--- config.mk ---
export PLATFORM = sky130hd
export DESIGN_NAME = multicycle_controller_flat
export DESIGN_NICKNAME = d
export VERILOG_FILES = /design/src/rtl/multicycle_controller_pkg.sv /design/src/rtl/multicycle_controller_if.sv /design/src/rtl/multicycle_controller_alu_decoder.sv /design/src/rtl/multicycle_controller.sv /design/src/flat_wrapper.sv
export SDC_FILE = /design/constraint.sdc
export NUM_CORES = 1
export LEC_CHECK = 0
export BUFFER_PORTS_ARGS = -buffer_cell sky130_fd_sc_hd__buf_2
export CAP_MARGIN = 20
export CORE_AREA = 2 2 42 44
export DETAILED_ROUTE_END_ITERATION = 10
export DIE_AREA = 0 0 44 46
export PLACE_DENSITY = 0.78
export SLEW_MARGIN = 0
export SYNTH_ARGS = -nofsm -noshare
export SYNTH_HDL_FRONTEND = slang
export SYNTH_SLANG_ARGS = --single-unit
--- constraint.sdc ---
create_clock -name clk -period 2.8 [get_ports clk]
set_input_delay 0.56 -clock clk [delete_from_list [all_inputs] [get_ports clk]]
set_output_delay 0.56 -clock clk [all_outputs]
set_load 0.02 [all_outputs]
--- src/rtl/multicycle_controller_pkg.sv ---
// Shared types and encodings for the multicycle ARM control unit.
package controller_pkg;

  // Controller states, numbered in sequencing order for the debug port.
  typedef enum logic [3:0] {
    S_FETCH  = 4'd0,
    S_DECODE = 4'd1,
    S_MEMADR = 4'd2,
    S_MEMRD  = 4'd3,
    S_MEMWB  = 4'd4,
    S_MEMWR  = 4'd5,
    S_EXECR  = 4'd6,
    S_EXECI  = 4'd7,
    S_ALUWB  = 4'd8,
    S_BRANCH = 4'd9,
    S_FAULT  = 4'd10
  } state_t;

  // Data-processing cmd field, instruction[24:21].
  localparam logic [3:0] CMD_AND = 4'b0000;
  localparam logic [3:0] CMD_SUB = 4'b0010;
  localparam logic [3:0] CMD_ADD = 4'b0100;
  localparam logic [3:0] CMD_CMP = 4'b1010;
  localparam logic [3:0] CMD_ORR = 4'b1100;
  localparam logic [3:0] CMD_MOV = 4'b1101;

  // ALU control encodings.
  localparam logic [1:0] ALU_ADD = 2'b00;
  localparam logic [1:0] ALU_SUB = 2'b01;
  localparam logic [1:0] ALU_AND = 2'b10;
  localparam logic [1:0] ALU_ORR = 2'b11;

  // Datapath mux select encodings.
  localparam logic       ADR_PC     = 1'b0;
  localparam logic       ADR_ALU    = 1'b1;
  localparam logic       SRCA_REG   = 1'b0;
  localparam logic       SRCA_PC    = 1'b1;
  localparam logic [1:0] SRCB_REG   = 2'b00;
  localparam logic [1:0] SRCB_IMM   = 2'b01;
  localparam logic [1:0] SRCB_FOUR  = 2'b10;
  localparam logic [1:0] RES_ALUOUT = 2'b00;
  localparam logic [1:0] RES_DATA   = 2'b01;
  localparam logic [1:0] RES_ALU    = 2'b10;

  // Commands that only set flags and must not write the register file.
  function automatic logic cmdNoWrite(input logic [3:0] cmd);
    return cmd == CMD_CMP;
  endfunction

endpackage

--- src/rtl/multicycle_controller_if.sv ---
// Instruction fields, memory handshake and control outputs of the controller.
interface multicycle_controller_if;
  logic [1:0] op_i;
  logic [5:0] funct_i;
  logic [3:0] rd_i;
  logic       mem_ready_i;

  logic       ir_w_o;
  logic       pc_w_o;
  logic       branch_o;
  logic       pcs_o;
  logic       reg_w_o;
  logic       mem_w_o;
  logic       adr_src_o;
  logic       alu_src_a_o;
  logic [1:0] alu_src_b_o;
  logic [1:0] result_src_o;
  logic [1:0] imm_src_o;
  logic [1:0] reg_src_o;
  logic [1:0] alu_ctl_o;
  logic [1:0] flag_w_o;
  logic       no_write_o;
  logic       shift_o;
  logic       fault_o;
  logic [3:0] state_o;

  // The controller drives the control lines.
  modport master (
    input  op_i, funct_i, rd_i, mem_ready_i,
    output ir_w_o, pc_w_o, branch_o, pcs_o, reg_w_o, mem_w_o, adr_src_o,
           alu_src_a_o, alu_src_b_o, result_src_o, imm_src_o, reg_src_o,
           alu_ctl_o, flag_w_o, no_write_o, shift_o, fault_o, state_o
  );

  // The datapath side supplies instruction fields and memory readiness.
  modport slave (
    output op_i, funct_i, rd_i, mem_ready_i,
    input  ir_w_o, pc_w_o, branch_o, pcs_o, reg_w_o, mem_w_o, adr_src_o,
           alu_src_a_o, alu_src_b_o, result_src_o, imm_src_o, reg_src_o,
           alu_ctl_o, flag_w_o, no_write_o, shift_o, fault_o, state_o
  );
endinterface

--- src/rtl/multicycle_controller_alu_decoder.sv ---
// ALU decoder: maps the data-processing cmd and S bit to ALU control and flag writes.
module AluDecoder
  import controller_pkg::*;
(
  input  logic       alu_op_i,
  input  logic [3:0] cmd_i,
  input  logic       s_i,
  output logic [1:0] alu_ctl_o,
  output logic [1:0] flag_w_o,
  output logic       no_write_o,
  output logic       shift_o
);

  // Decode only when the FSM requests it; otherwise a plain add with no flags.
  always_comb begin
    alu_ctl_o  = ALU_ADD;
    flag_w_o   = 2'b00;
    no_write_o = 1'b0;
    shift_o    = 1'b0;
    if (alu_op_i) begin
      case (cmd_i)
        CMD_ADD: alu_ctl_o = ALU_ADD;
        CMD_SUB: alu_ctl_o = ALU_SUB;
        CMD_AND: alu_ctl_o = ALU_AND;
        CMD_ORR: alu_ctl_o = ALU_ORR;
        CMD_CMP: begin
          alu_ctl_o  = ALU_SUB;
          no_write_o = 1'b1;
        end
        CMD_MOV: begin
          alu_ctl_o = ALU_ADD;
          shift_o   = 1'b1;
        end
        default: alu_ctl_o = ALU_ADD;
      endcase
      flag_w_o[1] = s_i;
      flag_w_o[0] = s_i & ((cmd_i == CMD_ADD) || (cmd_i == CMD_SUB) || (cmd_i == CMD_CMP));
    end
  end

endmodule

--- src/rtl/multicycle_controller.sv ---
// Multicycle ARM control FSM with memory-ready handshake and bounded wait timeout.
module multicycle_controller
  import controller_pkg::*;
#(
  parameter bit          MEM_HANDSHAKE = 1'b1,
  parameter int unsigned MAX_WAIT      = 0
) (
  input logic                      clk,
  input logic                      reset,
  multicycle_controller_if.master  ctrl
);

  // The timeout only exists when memory can actually stall us.
  localparam bit WAIT_EN = MEM_HANDSHAKE && (MAX_WAIT > 0);
  localparam int CW      = (MAX_WAIT > 0) ? $clog2(MAX_WAIT + 1) : 1;
  localparam logic [CW-1:0] WAIT_LIMIT = CW'(MAX_WAIT);

  state_t        state_q, state_d;
  logic [CW-1:0] waitCnt_q, waitCnt_d;
  logic          fault_q, fault_d;

  logic          ready;
  logic          isWaitState;
  logic          timeout;
  logic          aluOp;
  logic          regW;
  logic          branchW;
  logic [1:0]    decAluCtl;
  logic [1:0]    decFlagW;
  logic          decNoWrite;
  logic          decShift;

  assign ready       = MEM_HANDSHAKE ? ctrl.mem_ready_i : 1'b1;
  assign isWaitState = (state_q == S_FETCH) || (state_q == S_MEMRD) || (state_q == S_MEMWR);
  assign aluOp       = (state_q == S_EXECR) || (state_q == S_EXECI);

  AluDecoder u_alu_decoder (
    .alu_op_i   (aluOp),
    .cmd_i      (ctrl.funct_i[4:1]),
    .s_i        (ctrl.funct_i[0]),
    .alu_ctl_o  (decAluCtl),
    .flag_w_o   (decFlagW),
    .no_write_o (decNoWrite),
    .shift_o    (decShift)
  );

  // Next-state sequencing; a stall past the wait limit overrides to FAULT.
  always_comb begin
    state_d = state_q;
    timeout = WAIT_EN && isWaitState && !ready && (waitCnt_q == WAIT_LIMIT);
    case (state_q)
      S_FETCH:  if (ready) state_d = S_DECODE;
      S_DECODE: begin
        case (ctrl.op_i)
          2'b00:   state_d = ctrl.funct_i[5] ? S_EXECI : S_EXECR;
          2'b01:   state_d = S_MEMADR;
          2'b10:   state_d = S_BRANCH;
          default: state_d = S_FETCH;
        endcase
      end
      S_MEMADR: state_d = ctrl.funct_i[0] ? S_MEMRD : S_MEMWR;
      S_MEMRD:  if (ready) state_d = S_MEMWB;
      S_MEMWR:  if (ready) state_d = S_FETCH;
      S_MEMWB:  state_d = S_FETCH;
      S_ALUWB:  state_d = S_FETCH;
      S_BRANCH: state_d = S_FETCH;
      S_EXECR:  state_d = S_ALUWB;
      S_EXECI:  state_d = S_ALUWB;
      S_FAULT:  state_d = S_FAULT;
      default:  state_d = S_FETCH;
    endcase
    if (timeout) state_d = S_FAULT;
  end

  // Wait counter tracks consecutive stalls and restarts on any state change;
  // fault latches one cycle after FAULT is first occupied.
  always_comb begin
    waitCnt_d = '0;
    if (WAIT_EN && isWaitState && !ready && (state_d == state_q)) begin
      waitCnt_d = waitCnt_q + 1'b1;
    end
    fault_d = fault_q | (state_q == S_FAULT);
  end

  // State, counter and sticky fault registers with synchronous reset.
  always_ff @(posedge clk) begin
    if (reset) begin
      state_q   <= S_FETCH;
      waitCnt_q <= '0;
      fault_q   <= 1'b0;
    end else begin
      state_q   <= state_d;
      waitCnt_q <= waitCnt_d;
      fault_q   <= fault_d;
    end
  end

  // Moore output table; every output is held at zero while reset is asserted.
  always_comb begin
    ctrl.ir_w_o       = 1'b0;
    ctrl.pc_w_o       = 1'b0;
    ctrl.mem_w_o      = 1'b0;
    ctrl.adr_src_o    = ADR_PC;
    ctrl.alu_src_a_o  = SRCA_REG;
    ctrl.alu_src_b_o  = SRCB_REG;
    ctrl.result_src_o = RES_ALUOUT;
    ctrl.imm_src_o    = 2'b00;
    ctrl.reg_src_o    = 2'b00;
    ctrl.alu_ctl_o    = ALU_ADD;
    ctrl.flag_w_o     = 2'b00;
    ctrl.no_write_o   = 1'b0;
    ctrl.shift_o      = 1'b0;
    ctrl.fault_o      = 1'b0;
    ctrl.state_o      = 4'd0;
    regW              = 1'b0;
    branchW           = 1'b0;
    if (!reset) begin
      ctrl.imm_src_o  = ctrl.op_i;
      ctrl.reg_src_o  = {ctrl.op_i == 2'b01, ctrl.op_i == 2'b10};
      ctrl.alu_ctl_o  = decAluCtl;
      ctrl.flag_w_o   = decFlagW;
      ctrl.no_write_o = decNoWrite;
      ctrl.shift_o    = decShift;
      ctrl.fault_o    = fault_q;
      ctrl.state_o    = state_q;
      case (state_q)
        S_FETCH: begin
          ctrl.adr_src_o    = ADR_PC;
          ctrl.alu_src_a_o  = SRCA_PC;
          ctrl.alu_src_b_o  = SRCB_FOUR;
          ctrl.result_src_o = RES_ALU;
          ctrl.ir_w_o       = ready;
          ctrl.pc_w_o       = ready;
        end
        S_DECODE: begin
          ctrl.alu_src_a_o  = SRCA_PC;
          ctrl.alu_src_b_o  = SRCB_FOUR;
          ctrl.result_src_o = RES_ALU;
        end
        S_MEMADR: begin
          ctrl.alu_src_a_o = SRCA_REG;
          ctrl.alu_src_b_o = SRCB_IMM;
        end
        S_MEMRD: ctrl.adr_src_o = ADR_ALU;
        S_MEMWB: begin
          ctrl.result_src_o = RES_DATA;
          regW              = 1'b1;
        end
        S_MEMWR: begin
          ctrl.adr_src_o = ADR_ALU;
          ctrl.mem_w_o   = 1'b1;
        end
        S_EXECR: ctrl.alu_src_b_o = SRCB_REG;
        S_EXECI: ctrl.alu_src_b_o = SRCB_IMM;
        S_ALUWB: begin
          ctrl.result_src_o = RES_ALUOUT;
          regW              = ~cmdNoWrite(ctrl.funct_i[4:1]);
        end
        S_BRANCH: begin
          ctrl.alu_src_b_o  = SRCB_IMM;
          ctrl.result_src_o = RES_ALU;
          branchW           = 1'b1;
        end
        default: ;
      endcase
    end
    ctrl.reg_w_o  = regW;
    ctrl.branch_o = branchW;
    ctrl.pcs_o    = ((ctrl.rd_i == 4'hF) & regW) | branchW;
  end

endmodule

--- src/flat_wrapper.sv ---
// flat-port wrapper written by rule: the top's interface ports become plain ports
module multicycle_controller_flat import controller_pkg::*;
#(
  parameter bit          MEM_HANDSHAKE = 1'b1,
  parameter int unsigned MAX_WAIT      = 0
)
  (clk, reset, ctrl_op_i, ctrl_funct_i, ctrl_rd_i, ctrl_mem_ready_i, ctrl_ir_w_o, ctrl_pc_w_o, ctrl_branch_o, ctrl_pcs_o, ctrl_reg_w_o, ctrl_mem_w_o, ctrl_adr_src_o, ctrl_alu_src_a_o, ctrl_alu_src_b_o, ctrl_result_src_o, ctrl_imm_src_o, ctrl_reg_src_o, ctrl_alu_ctl_o, ctrl_flag_w_o, ctrl_no_write_o, ctrl_shift_o, ctrl_fault_o, ctrl_state_o);
  multicycle_controller_if ctrl_i ();
  input logic clk;
  input logic reset;
  input wire logic [$bits(ctrl_i.op_i)-1:0] ctrl_op_i;
  input wire logic [$bits(ctrl_i.funct_i)-1:0] ctrl_funct_i;
  input wire logic [$bits(ctrl_i.rd_i)-1:0] ctrl_rd_i;
  input wire logic [$bits(ctrl_i.mem_ready_i)-1:0] ctrl_mem_ready_i;
  output wire logic [$bits(ctrl_i.ir_w_o)-1:0] ctrl_ir_w_o;
  output wire logic [$bits(ctrl_i.pc_w_o)-1:0] ctrl_pc_w_o;
  output wire logic [$bits(ctrl_i.branch_o)-1:0] ctrl_branch_o;
  output wire logic [$bits(ctrl_i.pcs_o)-1:0] ctrl_pcs_o;
  output wire logic [$bits(ctrl_i.reg_w_o)-1:0] ctrl_reg_w_o;
  output wire logic [$bits(ctrl_i.mem_w_o)-1:0] ctrl_mem_w_o;
  output wire logic [$bits(ctrl_i.adr_src_o)-1:0] ctrl_adr_src_o;
  output wire logic [$bits(ctrl_i.alu_src_a_o)-1:0] ctrl_alu_src_a_o;
  output wire logic [$bits(ctrl_i.alu_src_b_o)-1:0] ctrl_alu_src_b_o;
  output wire logic [$bits(ctrl_i.result_src_o)-1:0] ctrl_result_src_o;
  output wire logic [$bits(ctrl_i.imm_src_o)-1:0] ctrl_imm_src_o;
  output wire logic [$bits(ctrl_i.reg_src_o)-1:0] ctrl_reg_src_o;
  output wire logic [$bits(ctrl_i.alu_ctl_o)-1:0] ctrl_alu_ctl_o;
  output wire logic [$bits(ctrl_i.flag_w_o)-1:0] ctrl_flag_w_o;
  output wire logic [$bits(ctrl_i.no_write_o)-1:0] ctrl_no_write_o;
  output wire logic [$bits(ctrl_i.shift_o)-1:0] ctrl_shift_o;
  output wire logic [$bits(ctrl_i.fault_o)-1:0] ctrl_fault_o;
  output wire logic [$bits(ctrl_i.state_o)-1:0] ctrl_state_o;
  assign ctrl_i.op_i = ctrl_op_i;
  assign ctrl_i.funct_i = ctrl_funct_i;
  assign ctrl_i.rd_i = ctrl_rd_i;
  assign ctrl_i.mem_ready_i = ctrl_mem_ready_i;
  assign ctrl_ir_w_o = ctrl_i.ir_w_o;
  assign ctrl_pc_w_o = ctrl_i.pc_w_o;
  assign ctrl_branch_o = ctrl_i.branch_o;
  assign ctrl_pcs_o = ctrl_i.pcs_o;
  assign ctrl_reg_w_o = ctrl_i.reg_w_o;
  assign ctrl_mem_w_o = ctrl_i.mem_w_o;
  assign ctrl_adr_src_o = ctrl_i.adr_src_o;
  assign ctrl_alu_src_a_o = ctrl_i.alu_src_a_o;
  assign ctrl_alu_src_b_o = ctrl_i.alu_src_b_o;
  assign ctrl_result_src_o = ctrl_i.result_src_o;
  assign ctrl_imm_src_o = ctrl_i.imm_src_o;
  assign ctrl_reg_src_o = ctrl_i.reg_src_o;
  assign ctrl_alu_ctl_o = ctrl_i.alu_ctl_o;
  assign ctrl_flag_w_o = ctrl_i.flag_w_o;
  assign ctrl_no_write_o = ctrl_i.no_write_o;
  assign ctrl_shift_o = ctrl_i.shift_o;
  assign ctrl_fault_o = ctrl_i.fault_o;
  assign ctrl_state_o = ctrl_i.state_o;
  multicycle_controller #(.MEM_HANDSHAKE(MEM_HANDSHAKE), .MAX_WAIT(MAX_WAIT)) u_core (.clk(clk), .reset(reset), .ctrl(ctrl_i));
endmodule
==> run metrics, run 1 <==
skew final=1.19 ps; share of layout cells above drive strength 1=37.4%; Final Cell Area=850 um^2; Setup Viol. Count Final=0; pwr dens=429 nW/um^2; top cells by count, synth=nor2_1 (14), nor2b_1 (8); critical path's slowest cell=dfxtp_1; die height=46 um; Net Sw Frac=44.2%; Final Hold Viols=0; CP required=2240 ps; final antenna diode count=0; via/cell ratio=5.61; top post-synthesis cells by area=dfxtp_1 (16%), nor2_1 (8.3%), nor2b_1 (7.9%); root buffer cell=clkbuf_4; # resized after CTS=0; Worst Max-Slew Pin Slew=513 ps; first-pass GRT wire length=2940 um; Die ar.=2020 um^2; Seq pwr share=29.7%; Synth area leader=dfxtp_1; CP bufs+invs=2; pre-CTS setup slack=511 ps; WS Path Type=reg -> out; number of global-route vias before repair=693; adder-cell share of the synthesized area=0%; setup TNS=0 ps; Power Total=0.364 mW; leakage power=0.436 nW; worst skew pair latency=250 ps; CTS tree=built; fin nets=147; Psw=0.161 mW; Synth Flop Type=dfxtp_1; Rows=15; GR Overflow Total=0; Die X=44 um; Ports=42; Worst Setup Start Kind=register; max_slew headroom=65.8%; CP delay by family, top=flip-flops; setup bufs post-CTS=0; first-pass iteration count of the detailed router=6; Final WS setup=484 ps; cell with the most instances after synthesis=nor2_1; drt drc=0; initial antenna violation count=0; average size of a mapped cell=6.85 um^2; Synth top area share=15.7%; routed len/inst=12.4 um; main combinational cell family by area after synthesis=simple AND/OR/NAND/NOR gates; Max clock buf depth=2; Worst Path Arrival=1760 ps; P&R area growth vs syn=33.4%; CP Capture Type=output port; fmax=0.432 GHz; synthesis-stage register bit count=5; fin crit share=82.7%; max_cap viols=0; status=finished, final reports clean; routed via count=830; CTS Buf Count=3; final wirelength=1830 um; simple-gate share of the synthesized area=50.5%; VDD IR max=0.260 mV; clk sinks=5; DRT antenna net count=0; Tmin final=2320 ps; GP Congestion=0.822; internal power=0.203 mW; CTS clk-pin slew, worst paths=50 ps; DRT iter0 DRCs=35; placed inst area=822 um^2; total global-route track usage=19.0%; crit path cell chain=inv_1 > nor2_1 > nand2_1 > o21ai_0 > buf_2; mux share of post-synthesis cell area=0%; compound-gate portion of the synthesized area=19.1%; I/O Buffers=41; fill count=168; Worst Path Max Fanout=12; Seq/Total Area, Yosys=15.7%; Max stage delay on crit path=550 ps; Post-CTS Hold Buffers=0; Core Region=1610 um^2; Yosys cell types=35; Mapped Nets=108; Yosys warning count=0; Comb power frac=46.8%; WHS=504 ps; worst min path class=reg -> reg; DP Wirelength=1400 um; Syn Inst Count=93; htree depth=1; clock power share=23.6%; pin count of the biggest net entering global routing=17; Max Slew Vio Count=0; Initial Utilization=39.5%; Post-synth EDFFs=0; synthesized cell area=637 um^2; FFs w/ async S/R, synth=0%; RSZ-0062 raised after global routing=false; Synth Area in XOR/XNOR=4.13%
[power groups by stage]
stage,clock network (mW),logic (mW),registers (mW)
4_1_cts,0.0884,0.170,0.107
2_1_floorplan,0,0.148,0.0874
3_5_place_dp,0,0.170,0.108
5_1_grt,0.0913,0.186,0.112
3_3_place_gp,0,0.166,0.108
6_report,0.0859,0.170,0.108
[path summary, 6_finish.rpt]
check	from	end	slack [ps]	cells past startpoint
max	u_core.state_q[3]$_SDFFE_PP0P_	ctrl_reg_w_o	480	5
min	u_core.fault_q$_SDFF_PP0_	u_core.fault_q$_SDFF_PP0_	500	2
max reg2reg	u_core.state_q[3]$_SDFFE_PP0P_	u_core.state_q[3]$_SDFFE_PP0P_	1260	4
min reg2reg	u_core.fault_q$_SDFF_PP0_	u_core.fault_q$_SDFF_PP0_	500	2
[state kept, by name (all words and copies together), names as in the netlist]
register,count
u_core.state_q,4
u_core.fault_q,1
[placed cells by master, fill, tap and decap left out, types with 2 or more instances in the layout]
master,instances
clkbuf_4,3
nand3b_1,5
nor2b_1,8
inv_1,5
nand2_1,3
nor4b_1,4
nand2b_1,4
o21ai_0,5
xor2_1,3
nand4_1,2
nor2_1,14
a21oi_1,5
dfxtp_1,5
nand3_1,2
buf_2,41
and4_1,2
nor3_1,2
[layer usage]
metal,global-route usage (%),vias to the layer above,wire (um)
met4,4.85,0,6
met3,4.76,2,160
li1,-,404,-
met5,0,-,0
met2,32.9,41,933
met1,23.5,383,730
[final cells by class]
cell class                      instances  area (um^2)  share of cell area [%]
Multi-Input combinational cell         75          469                    55.2
Timing Repair Buffer                   42          213                    25.0
Sequential cell                         5          100                    11.8
Clock buffer                            3         22.5                    2.65
Tap cell                               17         21.3                    2.50
Inverter                                5         18.8                    2.21
Clock inverter                          1         5.00                   0.589
[kinds of logic (layout without fill, tap and decap cells)]
| kind of cell | count (synthesis) | after routing |
|---|---|---|
| AOI/OAI and AO/OA | 18 | 18 |
| DFF | 5 | 5 |
| buffers and inverters | 13 | 51 |
| and+or+nand+nor | 54 | 54 |
| xor gates and xnor gates | 3 | 3 |
[stage by stage]
| stage | std cells | util [%] |
|---|---|---|
| floorplan | 93 | - |
| global placement | 144 | 50.9 |
| detailed placement | 144 | 50.9 |
| CTS | 148 | 52.6 |
| global route | 148 | 52.6 |
| finish | 148 | 52.6 |
[worst reg2reg max path: stages (launching register included)]
cell and delay [ps]:
dfxtp_1 550, inv_1 230, nor2_1 310, a221oi_1 140, a211oi_1 220
(Power assumes the default switching activity.)
==> run 2, diff against run 1 <==
Settings changed: CORE_AREA 2 2 42 44 to 2 2 41 52, DIE_AREA 0 0 44 46 to 0 0 43 54, PLACE_DENSITY 0.78 to 0.71.
Clock period 2.8 ns to 1.9 ns, I/O delays scaled along.
==> run 2 against run 1 <==
Effect of this change: die area up 15%; count of clock-buffer cells in the layout up 1; design area up 14%; flip-flop and latch count unchanged; routed wire length up 5.1%; sequential power up 22%; combinational power up 96%; critical endpoint is now ctrl_ir_w_o; highest routed layer is now met3.
==> run metrics, run 2 (synthesis results as in run 1) <==
Setup Viol. Count Final=0; Final WS setup=51.7 ps; Comb power frac=56.2%; Core Region=1890 um^2; final antenna diode count=0; Die X=43 um; initial antenna violation count=0; max_cap viols=0; Final Cell Area=971 um^2; skew final=4.37 ps; htree depth=1; final wirelength=1920 um; internal power=0.338 mW; Net Sw Frac=42.9%; Initial Utilization=33.7%; max reg flops=4; first-pass iteration count of the detailed router=4; drt drc=0; CTS Buf Count=3; DR WL met2=914 um; total global-route track usage=16.9%; CTS clk-pin slew, worst paths=50 ps; root buffer cell=clkbuf_4; die height=54 um; Post-CTS Hold Buffers=0; DRT iter0 DRCs=14; fmax=0.541 GHz; max_slew headroom=74.4%; routed len/inst=12.3 um; WS Path Type=reg -> out; CP required=1520 ps; setup TNS=0 ps; number of global-route vias before repair=712; worst min path class=reg -> reg; clock power share=21.4%; CP Capture Type=output port; Tmin final=1850 ps; Worst Path Max Fanout=5; GP Congestion=0.866; via/cell ratio=5.44; pre-CTS setup slack=106 ps; Seq pwr share=22.4%; Max stage delay on crit path=430 ps; DP Wirelength=1460 um; Rows=18; FF+latch area=106 um^2; Final Hold Viols=0; fill count=189; Worst Max-Slew Pin Slew=379 ps; DRT antenna net count=0; setup bufs post-CTS=0; top sig layer=met3; crit path cell chain=or3_4 > nor4b_4 > buf_4; pwr dens=610 nW/um^2; clk sinks=5; Metal-1 WL=847 um; GR Overflow Total=0; VDD IR max=0.359 mV; placed inst area=898 um^2; Die ar.=2320 um^2; routed via count=854; share of layout cells above drive strength 1=48.9%; first-pass GRT wire length=3060 um; area of the multi-input gates=527 um^2; status=finished, final reports clean; largest reg by FF count=u_core.state_q; Ports=42; Psw=0.254 mW; Top Registers=u_core.state_q (4), u_core.fault_q (1); Max Slew Vio Count=0; fin crit share=97.3%; pin count of the biggest net entering global routing=16; worst skew pair latency=250 ps; Worst Setup Start Kind=register; fin nets=153; I/O Buffers=41; commonest non-fill, non-tap cells in the layout=buf_2 (37), nor2_1 (13), buf_4 (11); P&R area growth vs syn=52.5%; Max clock buf depth=2; critical path's slowest cell=or3_4; Worst Path Arrival=1470 ps; most common cell after layout, fill and taps aside=buf_2; CTS tree=built; RSZ-0062 raised after global routing=true; met3 WL=162 um; leakage power=0.481 nW
## run 2: final timing paths
path,startpoint,to,slack [ps],cells past startpoint
hold / removal,u_core.fault_q$_SDFF_PP0_,u_core.fault_q$_SDFF_PP0_,470,2
hold reg to reg,u_core.fault_q$_SDFF_PP0_,u_core.fault_q$_SDFF_PP0_,470,2
setup reg to reg,u_core.state_q[1]$_SDFFE_PP0P_,u_core.state_q[2]$_SDFFE_PP0P_,490,5
setup / recovery,u_core.state_q[2]$_SDFFE_PP0P_,ctrl_ir_w_o,50,3
## run 2: area by class of cell
type / instances / share of cell area [%]
Clock buffer: 4 / 2.71
Inverter: 5 / 1.93
Multi-Input combinational cell: 75 / 54.3
Sequential cell: 5 / 11.0
Tap cell: 20 / 2.58
Timing Repair Buffer: 48 / 27.6
## run 2: per-layer routing
metal	track usage, %	vias up
li1	-	420
met1	19.6	384
met3	2.35	0
met4	4.55	0
met5	0	-
met2	32.3	50
## run 2: what timing repair did
action                     CTS  global route
resized for setup            3            12
gates cloned                 0             0
pin swaps                    0             0
setup endpoints to repair    4             9
## run 2: critical path: cells and delay by family (launching register included)
family | cells | cell delay (ps)
flops | 1 | 330
buf+inv | 1 | 180
simple gates | 2 | 710
## run 2: power groups by stage
stage | clock (mW) | sequential (mW) | combinational [mW]
floorplan | 0 | 0.129 | 0.230
global placement | 0 | 0.131 | 0.310
detailed placement | 0 | 0.131 | 0.314
CTS | 0.131 | 0.129 | 0.322
global route | 0.135 | 0.135 | 0.360
finish | 0.127 | 0.132 | 0.333
## run 2: metrics by stage
stage / power, mW / hold slack [ps] / util, % / std cells
3_3_place_gp: 0.441 / 445 / 47.5 / 153
5_1_grt: 0.630 / 480 / 51.3 / 157
6_report: 0.592 / 472 / 51.3 / 157
2_1_floorplan: 0.359 / 429 / - / 93
4_1_cts: 0.582 / 472 / 49.5 / 157
3_5_place_dp: 0.445 / 457 / 47.5 / 153
